--- src/rtl/vga_rx_monitor.sv ---
// VGA receive monitor: samples HS/VS/RGB, recovers pixel coordinates from
// the sync edges, checks line/frame timing and reports a per-frame checksum.
module vga_rx_monitor #(
  parameter int H_SYNC   = 96,
  parameter int H_BP     = 48,
  parameter int H_ACTIVE = 640,
  parameter int H_TOTAL  = 800,
  parameter int V_SYNC   = 2,
  parameter int V_BP     = 33,
  parameter int V_ACTIVE = 480,
  parameter int V_TOTAL  = 525
) (
  input  logic        clk,
  input  logic        rst_n,
  input  logic        HS,
  input  logic        VS,
  input  logic [3:0]  R,
  input  logic [3:0]  G,
  input  logic [3:0]  B,
  output logic        pix_valid,
  output logic [9:0]  pix_x,
  output logic [8:0]  pix_y,
  output logic [11:0] pix_rgb,
  output logic        frame_done,
  output logic [15:0] frame_sum,
  output logic        locked,
  output logic        err_pulse,
  output logic [7:0]  err_count
);

  localparam logic [10:0] HTOT_L = 11'(H_TOTAL);
  localparam logic [9:0]  HSW_L  = 10'(H_SYNC);
  localparam logic [9:0]  HST_L  = 10'(H_SYNC + H_BP);
  localparam logic [9:0]  HEND_L = 10'(H_SYNC + H_BP + H_ACTIVE);
  localparam logic [10:0] VTOT_L = 11'(V_TOTAL);
  localparam logic [3:0]  VSW_L  = 4'(V_SYNC);
  localparam logic [9:0]  VST_L  = 10'(V_SYNC + V_BP);
  localparam logic [9:0]  VEND_L = 10'(V_SYNC + V_BP + V_ACTIVE);

  typedef enum logic [1:0] {SEARCH, ACQUIRE, LOCKED} state_t;

  logic        hs1, vs1, hs2, vs2;
  logic [11:0] rgb1;
  logic        hs_fall, hs_rise, vs_fall, vs_rise;
  logic [9:0]  hcnt, hcnt_cur, lcnt, lcnt_cur;
  logic [3:0]  vlow, vlow_cur;
  logic        h_seen, v_seen, viol, active, pv_nxt, enter_search;
  logic        acq_bad, lock_full, fd_nxt;
  logic [15:0] acc;
  state_t      state, state_nxt;

  // Pin sampling (stage 1) and previous copies for edge detection (stage 2).
  // Sync copies idle high so reset release does not fake an edge.
  always_ff @(posedge clk or negedge rst_n) begin
    if (!rst_n) begin
      hs1 <= 1'b1; vs1 <= 1'b1; hs2 <= 1'b1; vs2 <= 1'b1;
      rgb1 <= '0;
    end else begin
      hs1 <= HS; vs1 <= VS; hs2 <= hs1; vs2 <= vs1;
      rgb1 <= {R, G, B};
    end
  end

  assign hs_fall = hs2 & ~hs1;
  assign hs_rise = ~hs2 & hs1;
  assign vs_fall = vs2 & ~vs1;
  assign vs_rise = ~vs2 & vs1;

  // Counter values that belong to the stage-1 sample of this cycle.
  always_comb begin
    hcnt_cur = (hcnt == 10'h3FF) ? hcnt : hcnt + 10'd1;
    if (hs_fall) hcnt_cur = '0;
    lcnt_cur = lcnt;
    if (vs_fall) lcnt_cur = '0;
    else if (hs_fall && lcnt != 10'h3FF) lcnt_cur = lcnt + 10'd1;
    vlow_cur = vlow;
    if (vs_fall) vlow_cur = {3'b000, hs_fall};
    else if (!vs1 && hs_fall && vlow != 4'hF) vlow_cur = vlow + 4'd1;
  end

  // Any timing violation this cycle; several at once still count as one.
  assign viol = (hs_fall && h_seen && (({1'b0, hcnt} + 11'd1) != HTOT_L)) ||
                (hs_rise && (hcnt_cur != HSW_L)) ||
                (vs_fall && v_seen && (({1'b0, lcnt} + 11'd1) != VTOT_L)) ||
                (vs_rise && (vlow != VSW_L));

  assign active = (hcnt_cur >= HST_L) && (hcnt_cur < HEND_L) &&
                  (lcnt_cur >= VST_L) && (lcnt_cur < VEND_L);
  assign pv_nxt = (state == LOCKED) && active;
  assign enter_search = (state_nxt == SEARCH) && (state != SEARCH);
  assign fd_nxt = vs_fall && (state == LOCKED) && lock_full && !viol;

  // Lock FSM next state.
  always_comb begin
    state_nxt = state;
    case (state)
      SEARCH:  if (vs_fall) state_nxt = ACQUIRE;
      ACQUIRE: if (vs_fall && !acq_bad && !viol) state_nxt = LOCKED;
      LOCKED:  if (viol) state_nxt = SEARCH;
      default: state_nxt = SEARCH;
    endcase
  end

  // Position counters and the "previous edge seen" flags.
  always_ff @(posedge clk or negedge rst_n) begin
    if (!rst_n) begin
      hcnt <= '0; lcnt <= '0; vlow <= '0;
      h_seen <= 1'b0; v_seen <= 1'b0;
    end else begin
      hcnt <= hcnt_cur; lcnt <= lcnt_cur; vlow <= vlow_cur;
      if (enter_search) begin
        h_seen <= 1'b0; v_seen <= 1'b0;
      end else begin
        if (hs_fall) h_seen <= 1'b1;
        if (vs_fall) v_seen <= 1'b1;
      end
    end
  end

  // FSM state, ACQUIRE window health, and whole-frame-locked tracking.
  always_ff @(posedge clk or negedge rst_n) begin
    if (!rst_n) begin
      state <= SEARCH; acq_bad <= 1'b0; lock_full <= 1'b0;
    end else begin
      state <= state_nxt;
      if (state != ACQUIRE || vs_fall) acq_bad <= 1'b0;
      else if (viol) acq_bad <= 1'b1;
      lock_full <= (state_nxt == LOCKED) && (lock_full || vs_fall);
    end
  end

  // Registered pixel stream, checksum and error reporting.
  always_ff @(posedge clk or negedge rst_n) begin
    if (!rst_n) begin
      pix_valid <= 1'b0; pix_x <= '0; pix_y <= '0; pix_rgb <= '0;
      frame_done <= 1'b0; frame_sum <= '0; locked <= 1'b0;
      err_pulse <= 1'b0; err_count <= '0; acc <= '0;
    end else begin
      pix_valid <= pv_nxt;
      if (pv_nxt) begin
        pix_x   <= hcnt_cur - HST_L;
        pix_y   <= 9'(lcnt_cur - VST_L);
        pix_rgb <= rgb1;
      end
      if (vs_fall) acc <= '0;
      else if (pv_nxt) acc <= acc + {4'h0, rgb1};
      frame_done <= fd_nxt;
      if (fd_nxt) frame_sum <= acc;
      locked    <= (state_nxt == LOCKED);
      err_pulse <= viol;
      if (viol && err_count != 8'hFF) err_count <= err_count + 8'd1;
    end
  end

endmodule
--- config.mk ---
export PLATFORM = sky130hd
export DESIGN_NAME = vga_rx_monitor
export DESIGN_NICKNAME = d
export VERILOG_FILES = /design/src/rtl/vga_rx_monitor.sv
export SDC_FILE = /design/constraint.sdc
export NUM_CORES = 1
export LEC_CHECK = 0
export CELL_PAD_IN_SITES_DETAIL_PLACEMENT = 0
export CELL_PAD_IN_SITES_GLOBAL_PLACEMENT = 1
export CORE_UTILIZATION = 40
export CTS_BUF_LIST = sky130_fd_sc_hd__clkbuf_16
export DETAILED_ROUTE_END_ITERATION = 10
export PLACE_DENSITY_LB_ADDON = 0.3
export SETUP_SLACK_MARGIN = 0.05
export SYNTH_ARGS = -nofsm -noshare
export SYNTH_HDL_FRONTEND = slang
export SYNTH_SLANG_ARGS = --single-unit
--- constraint.sdc ---
create_clock -name clk -period 3.6 [get_ports clk]
set_input_delay 0.72 -clock clk [delete_from_list [all_inputs] [get_ports clk]]
set_output_delay 0.72 -clock clk [all_outputs]
set_load 0.005 [all_outputs]
==> results of run 1 <==
stage by stage:
stage               hold WS, ns  setup WS (ns)  total power [mW]  std cells  utilization, %
floorplan                0.3632         0.2541             1.826        555               -
global placement         0.3858         0.1670             2.037        812           48.52
detailed placement       0.3854         0.1449             2.048        812           48.52
CTS                      0.3307         0.1190             3.559        843           52.03
global route             0.3538        0.06143             3.680        843           52.20
finish                   0.3094         0.2969             3.519        843           52.20
area by class of cell:
type                       count  area, um^2
clock buffer                  17       425.4
clock inverter                14       91.34
fill                        1313        7025
inverter                      20       75.07
multi-input combinational    392        2885
sequential                   121        3033
tap                          184       230.2
timing repair buffer          95       933.4
synth_stat cells (4+ instances only):
master | instances | area, um^2
mux2_2 | 39 | 439.2
inv_1 | 20 | 75.07
a31oi_1 | 6 | 37.54
nor3_1 | 10 | 50.05
and3_1 | 8 | 50.05
or3_1 | 4 | 25.02
nand4_1 | 6 | 37.54
nor4_1 | 5 | 31.28
nor2b_1 | 5 | 31.28
ha_1 | 22 | 275.3
and2_1 | 5 | 31.28
nor2_1 | 41 | 153.9
a21o_1 | 5 | 37.54
dfrtp_1 | 117 | 2928
o21ai_0 | 20 | 100.1
clkbuf_1 | 12 | 45.04
mux2i_1 | 21 | 210.2
nand3_1 | 17 | 85.08
nand2_1 | 43 | 161.4
a211oi_1 | 4 | 30.03
dfstp_2 | 4 | 105.1
nand2b_1 | 13 | 81.33
o31ai_1 | 4 | 30.03
xor2_1 | 9 | 78.83
xnor2_1 | 19 | 166.4
mux2_1 | 8 | 90.09
o21a_1 | 5 | 37.54
buf_2 | 5 | 25.02
a21oi_1 | 27 | 135.1
sequential cells by signal, summed over array words and instances, names as in the netlist, 2 cells and up:
name / flops
acc: 16
frame_sum: 16
pix_rgb: 12
rgb1: 12
hcnt: 10
lcnt: 10
pix_x: 10
pix_y: 9
err_count: 8
vlow: 4
state: 2
layout by cell type, fill, tap and decap left out, types with 20 or more instances in the layout:
cell type,instances
a21oi_1,26
clkdlybuf4s50_1,73
dfrtp_1,117
ha_1,20
inv_1,21
mux2_2,39
mux2i_1,21
nand2_1,43
nor2_1,41
o21ai_0,20
routing by layer:
layer | part of all wire [%] | GRT usage, % | wire length, um
met3 | 3.8 | 4.151 | 515
met1 | 46 | 23.56 | 6309
met5 | 0 | 0 | 0
met4 | 1.2 | 6.958 | 159
met2 | 49 | 30.86 | 6626
worst max path at each step:
stage,from,to,depth (start not counted)
2_1_floorplan,hcnt[0],frame_sum[10],15
3_3_place_gp,hcnt[0],pix_x[8],14
3_5_place_dp,hcnt[0],pix_x[2],14
4_1_cts,hcnt[0],pix_x[6],14
5_1_grt,hcnt[0],frame_sum[6],14
6_report,lcnt[1],pix_x[9],11
logic make-up after synthesis:
family | after synthesis | share of synthesized area [%]
AO/OA/AOI/OAI | 103 | 12.05
XOR/XNOR | 28 | 4.031
adder cells (fa/ha/maj) | 23 | 4.854
buffers and inverters | 42 | 3.126
flip-flops | 121 | 49.86
multiplexers | 69 | 12.38
AND/OR/NAND/NOR | 169 | 13.70
report_power, final:
group / internal [mW] / switching [mW] / total [mW]
combinational: 0.240 / 0.221 / 0.461
clock: 0.918 / 0.577 / 1.49
sequential: 1.46 / 0.105 / 1.56
total: 2.62 / 0.902 / 3.52
==> results.json, run 1 <==
{
  "n_antenna_cell": 0,
  "dr.pass1.iters": 10,
  "antenna_found_initial": 0,
  "fmaxAchievable_ghz": 0.3027,
  "htreeDepth": 4,
  "clkLatencyLatePin_ns": 0.42,
  "grt_pass1_vias": 4655,
  "synth_area_um2": 6083,
  "drc": 1,
  "path_buf_inv": 1,
  "crit_required_ns": 3.89,
  "crit_type": "register to register",
  "crit_path_top_delay_cell": "o41ai_4",
  "worstRegToRegCells": 11,
  "synthArstFlopShare_pct": 100.0,
  "detail-route-antenna-nets": 0,
  "period_share_pct": 91.75,
  "io_buffers": 74,
  "first_iter_violations": 243,
  "rows": 44,
  "gp_congestion": 0.8257,
  "rrSetupSlack_ns": 0.30,
  "vias": 4492,
  "setup_viol": 0,
  "final.setup.tns_ns": 0,
  "dieWidth_um": 125.3,
  "tightest_slew_ns": 0.9000,
  "leakagePower_nw": 3.588,
  "clockBufferDepth": 2,
  "postLayoutCellArea_um2": 7674,
  "grt_max_degree": 54,
  "synth_fp_nets": 594,
  "start_kind": "register",
  "die_height_um": 125.3,
  "cp_cell_sequence": "ha_2 -> nand2_1 -> o31a_1 -> xnor2_1 -> nor2_1 -> ha_1 -> o41ai_4 -> a21oi_2 -> o21ai_4 -> buf_4 -> mux2_2",
  "pin_count": 75,
  "path_clk_slew_ns": 0.05,
  "cts_inserted_buffers": 17,
  "layout-drive-gt1-share_pct": 16.54,
  "grtUsageTotal_pct": 18.52,
  "synth.distinct_cells": 65,
  "synth-edff-count": 0,
  "synth_ff_type": "dfrtp_1",
  "core_area_um2": 14700,
  "slew_headroom_pct": 39.64,
  "avgRoutedWirePerCell_um": 16.14,
  "crit_fanout": 11,
  "yosysSeqAreaShare_pct": 49.86,
  "clock_skew_ns": 0.009057,
  "arrival_ns": 3.60,
  "place_area_um2": 7132,
  "rsz0062_at_grt": "false",
  "regToRegEndpoint": "pix_x[9]",
  "area_delta_synth_final_pct": 26.14,
  "slew_viol_final": 0,
  "fin_crit_ns": 3.303,
  "peakVddDrop_v": 0.0002719,
  "drv_cap": 0,
  "cts-root-buf": "clkbuf_16",
  "cts_tree": "built",
  "cp-end-kind": "register",
  "ys_ff_latch": 121,
  "critPathTopFamily": "compound AO/OA/AOI/OAI gates",
  "cts.sinks": 121,
  "power_density_nw_per_um2": 458.6,
  "outcome": "finished with violations",
  "nNetsFinal": 686,
  "start_util_pct": 41.39,
  "reg2reg_from": "lcnt[1]",
  "syn_area_per_cell_um2": 10.96,
  "die-area_um2": 15710,
  "syn_inst": 555,
  "violations": "design-rule violations",
  "ys_warn_count": 0,
  "grt_pass1_wl_mm": 22.90,
  "cts_setup_buffers": 0,
  "cp_slowest_stage_delay_ns": 0.43,
  "overflow": 0,
  "via_per_inst": 5.329,
  "hold_viol": 0,
  "hold_class": "input pin to async pin",
  "cts_hold_buf": 0,
  "hpwl_mm": 9.708,
  "routed_wl_mm": 13.61,
  "cts_resized": 0
}
Note: power is estimated with default switching activity, not from simulation.
==> inputs of run 2 (changes only) <==
Settings changed: CORE_MARGIN set to 2, CTS_BUF_LIST sky130_fd_sc_hd__clkbuf_16 to not set.
==> results.json, run 2 (synthesized netlist as in run 1, its figures left out) <==
{
  "outcome": "finished, final reports clean",
  "clockBufferDepth": 2,
  "cp-end-kind": "register",
  "rows": 45,
  "overflow": 0,
  "gp_congestion": 0.8511,
  "hold_viol": 0,
  "avgRoutedWirePerCell_um": 15.89,
  "cts_setup_buffers": 0,
  "grt_busiest_layer": "met2",
  "slew_viol_final": 0,
  "power_density_nw_per_um2": 475.8,
  "die-area_um2": 16210,
  "tightest_slew_ns": 0.8646,
  "area_delta_synth_final_pct": 26.74,
  "cp_slowest_stage_delay_ns": 0.60,
  "antenna_found_initial": 0,
  "pin_count": 75,
  "grtUsageTotal_pct": 17.69,
  "start_util_pct": 40.47,
  "via_per_inst": 5.297,
  "arrival_ns": 3.60,
  "start_kind": "register",
  "core_area_um2": 15030,
  "cts.sinks": 121,
  "htreeDepth": 4,
  "leakagePower_nw": 3.593,
  "cts_tree": "built",
  "vias": 4455,
  "first_iter_violations": 285,
  "grt_pass1_vias": 4652,
  "rrSetupSlack_ns": 0.30,
  "hold_class": "input pin to async pin",
  "hpwl_mm": 9.268,
  "crit_required_ns": 3.90,
  "setup_viol": 0,
  "worstRegToRegCells": 14,
  "detail-route-antenna-nets": 0,
  "path_clk_slew_ns": 0.05,
  "layout-drive-gt1-share_pct": 16.69,
  "n_antenna_cell": 0,
  "slew_headroom_pct": 42.01,
  "cp_cell_sequence": "ha_2 -> nand2_1 -> or4_1 -> nand2_1 -> nand2_1 -> ha_1 -> inv_1 -> a31o_2 -> a31o_2 -> a21oi_2 -> nor3_2 -> o21ai_4 -> clkbuf_16 -> mux2_2",
  "dieWidth_um": 127.3,
  "gr-usage-met3_pct": 4.271,
  "cts_resized": 0,
  "reg2reg_from": "hcnt[0]",
  "critPathTopFamily": "simple AND/OR/NAND/NOR gates",
  "grt_pass1_wl_mm": 22.75,
  "dr.pass1.iters": 4,
  "rsz0062_at_grt": "true",
  "regToRegEndpoint": "pix_rgb[4]",
  "crit_path_top_delay_cell": "or4_1",
  "final_core_util_pct": 51.29,
  "met1_usage_pct": 23.37,
  "cts_inserted_buffers": 17,
  "final_common_cell": "dfrtp_1",
  "final.setup.tns_ns": 0,
  "routed_wl_mm": 13.36,
  "fin_crit_ns": 3.302,
  "period_share_pct": 91.74,
  "nNetsFinal": 681,
  "drv_cap": 0,
  "fmaxAchievable_ghz": 0.3028,
  "most-common-layout-cells": "117 x dfrtp_1, 73 x clkdlybuf4s50_1, 43 x nand2_1",
  "clock_skew_ns": 0.01010,
  "crit_type": "register to register",
  "grt_max_degree": 44,
  "reg_top3": "acc: 16 flops, frame_sum: 16 flops",
  "cts-root-buf": "clkbuf_16",
  "cp_common_cell": "nand2_1",
  "drc": 0,
  "cts_hold_buf": 0,
  "multiInputGateArea_um2": 2878,
  "peakVddDrop_v": 0.0002907,
  "clkLatencyLatePin_ns": 0.42,
  "crit_fanout": 17,
  "io_buffers": 74,
  "path_buf_inv": 2,
  "seqCellArea_um2": 3033,
  "die_height_um": 127.3,
  "fillers": 1343,
  "gr-usage-met2_pct": 28.25
}
==> run 2: cell types whose count changed in the layout (fill, tap and decap cells not counted), moves of 2 or more <==
cell      change
clkinv_2      -2
nor3_1        +2
clkbuf_8      +7
clkinv_1      -6
buf_4         -6
nor3_2        -2
==> run 2: area by class of cell <==
type / instances / area share [%]
Sequential cell: 121 / 39.34
Multi-Input combinational cell: 392 / 37.33
Timing Repair Buffer: 90 / 11.73
Clock buffer: 24 / 6.767
Tap cell: 188 / 3.051
Inverter: 20 / 0.9737
Clock inverter: 6 / 0.8114
==> run 2: how the worst max path moves through the flow <==
stage	depth (start not counted)	start	end
finish	14	hcnt[0]	pix_rgb[4]
detailed placement	14	hcnt[0]	pix_x[6]
global placement	14	hcnt[0]	pix_y[7]
CTS	14	hcnt[0]	pix_y[7]
floorplan	15	hcnt[0]	frame_sum[10]
global route	14	hcnt[0]	pix_y[7]
==> run 2: per-layer routing <==
| metal | up-vias | part of all wire, % |
|---|---|---|
| li1 | 2167 | - |
| met1 | 2181 | 46 |
| met2 | 89 | 48 |
| met3 | 18 | 4.5 |
| met4 | 0 | 1.7 |
| met5 | - | 0 |
==> run 2: stage by stage <==
| stage | total power, mW | cells | hold slack, ns | worst slack, ns | area (um^2) |
|---|---|---|---|---|---|
| final | 3.668 | 841 | 0.2835 | 0.2975 | 7710 |
| after floorplan | 1.826 | 555 | 0.3632 | 0.2541 | 6083 |
| after global placement | 2.029 | 810 | 0.3917 | 0.1575 | 7079 |
| after global routing | 3.861 | 841 | 0.3227 | 0.03809 | 7710 |
| after CTS | 3.714 | 840 | 0.2945 | 0.07822 | 7664 |
| after detailed placement | 2.046 | 810 | 0.3890 | 0.09883 | 7079 |
==> run 2: power by group <==
part	internal [mW]	total, mW	switching, mW	leakage (nW)
clock network	1.07	1.65	0.584	0.282
logic	0.235	0.450	0.215	1.70
registers	1.46	1.57	0.108	1.61
==> inputs of run 3 (changes only) <==
Settings changed: CORE_MARGIN 2 to 10.
==> results.json, run 3 (synthesized netlist as in run 1, its figures left out) <==
{
  "cts_inserted_buffers": 17,
  "rsz0062_at_grt": "false",
  "multiInputGateArea_um2": 2872,
  "clkLatencyLatePin_ns": 0.42,
  "hold_slack_ns": 0.3657,
  "power_density_nw_per_um2": 469.7,
  "reg2reg_from": "hcnt[0]",
  "internal-power_mw": 2.746,
  "hold_viol": 0,
  "cts_tree": "built",
  "final_common_cell": "dfrtp_1",
  "die-area_um2": 20540,
  "clock_skew_ns": 0.01132,
  "grt_max_degree": 58,
  "clkPwrFrac_pct": 44.7,
  "grt_pass1_wl_mm": 24.01,
  "slew_headroom_pct": 50.33,
  "layout-drive-gt1-share_pct": 17.47,
  "nNetsFinal": 692,
  "outcome": "finished, final reports clean",
  "placed_cells": 819,
  "first_iter_violations": 381,
  "slew_viol_final": 0,
  "gp_congestion": 0.8064,
  "grtUsageTotal_pct": 14.68,
  "place_area_um2": 7172,
  "worstRegToRegCells": 15,
  "n_antenna_cell": 0,
  "critPathLaunch": "hcnt[0]",
  "drv_cap": 0,
  "pin_count": 75,
  "grt_pass1_vias": 4753,
  "tightest_slew_ns": 0.7450,
  "hold_class": "input pin to async pin",
  "cts-root-buf": "clkbuf_16",
  "setup.worst_path.end": "pix_x[3]",
  "detail-route-antenna-nets": 0,
  "io_buffers": 74,
  "setup_slack_ns": 0.3131,
  "most-common-layout-cells": "117 x dfrtp_1, 73 x clkdlybuf4s50_1, 43 x nand2_1",
  "cp_common_cell": "nand2_1",
  "regToRegEndpoint": "pix_x[3]",
  "critPathTopFamily": "simple AND/OR/NAND/NOR gates",
  "hpwl_mm": 10.11,
  "arrival_ns": 3.58,
  "fmaxAchievable_ghz": 0.3042,
  "path_clk_slew_ns": 0.05,
  "fin_cells": 852,
  "vias": 4484,
  "core_area_um2": 15030,
  "power.share.switching_pct": 25.16,
  "avgRoutedWirePerCell_um": 16.69,
  "crit_fanout": 10,
  "peakVddDrop_v": 0.0003145,
  "period_share_pct": 91.30,
  "leakagePower_nw": 3.663,
  "clockBufferDepth": 2,
  "setup_viol": 0,
  "rows": 45,
  "fillers": 1347,
  "postLayoutCellArea_um2": 7811,
  "crit_path_top_delay_cell": "or4_1",
  "crit_required_ns": 3.89,
  "via_per_inst": 5.263,
  "antenna_found_initial": 0,
  "area_delta_synth_final_pct": 28.40,
  "cp-end-kind": "register",
  "htreeDepth": 4,
  "routed_wl_mm": 14.22,
  "reg_top3": "acc: 16 flops, frame_sum: 16 flops",
  "fin_crit_ns": 3.287,
  "die_height_um": 143.3,
  "seq_power_share_pct": 42.8,
  "final.setup.tns_ns": 0,
  "cp_cell_sequence": "ha_2 -> nand2_1 -> or4_1 -> nand2_1 -> nand2_1 -> ha_1 -> inv_1 -> a31o_2 -> a31o_2 -> a21oi_2 -> nor3_2 -> o21ai_4 -> buf_4 -> buf_12 -> mux2_1",
  "dr.pass1.iters": 4,
  "overflow": 0,
  "finalPower_mw": 3.669,
  "start_kind": "register",
  "seqCellArea_um2": 3033,
  "final_core_util_pct": 51.96,
  "dieWidth_um": 143.3,
  "post-place-ws_ns": 0.1693,
  "start_util_pct": 40.47,
  "rrSetupSlack_ns": 0.31,
  "worst-path-stages": 15,
  "pwr-share-comb_pct": 12.5,
  "cts_hold_buf": 0,
  "crit_type": "register to register",
  "cp_slowest_stage_delay_ns": 0.60,
  "drc": 0,
  "p_sw_mw": 0.9231,
  "path_buf_inv": 3,
  "cts.sinks": 121
}
[run 3: power groups by stage]
stage          sequential, mW  clock [mW]  combinational (mW)
4_1_cts                  1.57        1.68               0.465
2_1_floorplan            1.57           0               0.257
3_3_place_gp             1.59           0               0.453
5_1_grt                  1.59        1.74               0.517
3_5_place_dp             1.59           0               0.463
6_report                 1.57        1.64               0.457
[run 3: per-layer routing]
metal	global-route usage [%]	share of wire, %	vias up
li1	-	-	2180
met1	18.26	45	2199
met2	23.74	49	89
met3	4.587	5.3	16
met4	4.890	1.4	0
met5	0	0	-
[run 3: layout make-up]
cell class | count | area share, %
Sequential cell | 121 | 38.83
Multi-Input combinational cell | 392 | 36.76
Timing Repair Buffer | 101 | 13.07
Clock buffer | 24 | 6.551
Tap cell | 188 | 3.011
Inverter | 20 | 0.9611
Clock inverter | 6 | 0.8169
[run 3: worst min path at each step]
stage                     cells after the start            to   from
after floorplan                               0           hs2    hs1
after global placement                        0           hs2    hs1
after detailed placement                      0           hs2    hs1
after CTS                                     1  err_count[5]  rst_n
after global routing                          0           hs2    hs1
final                                         1  err_count[5]  rst_n
[run 3: repair_timing]
action                     CTS  global route
setup endpoints to repair    0            53
gates resized for setup      0             4
setup buffers                0             2
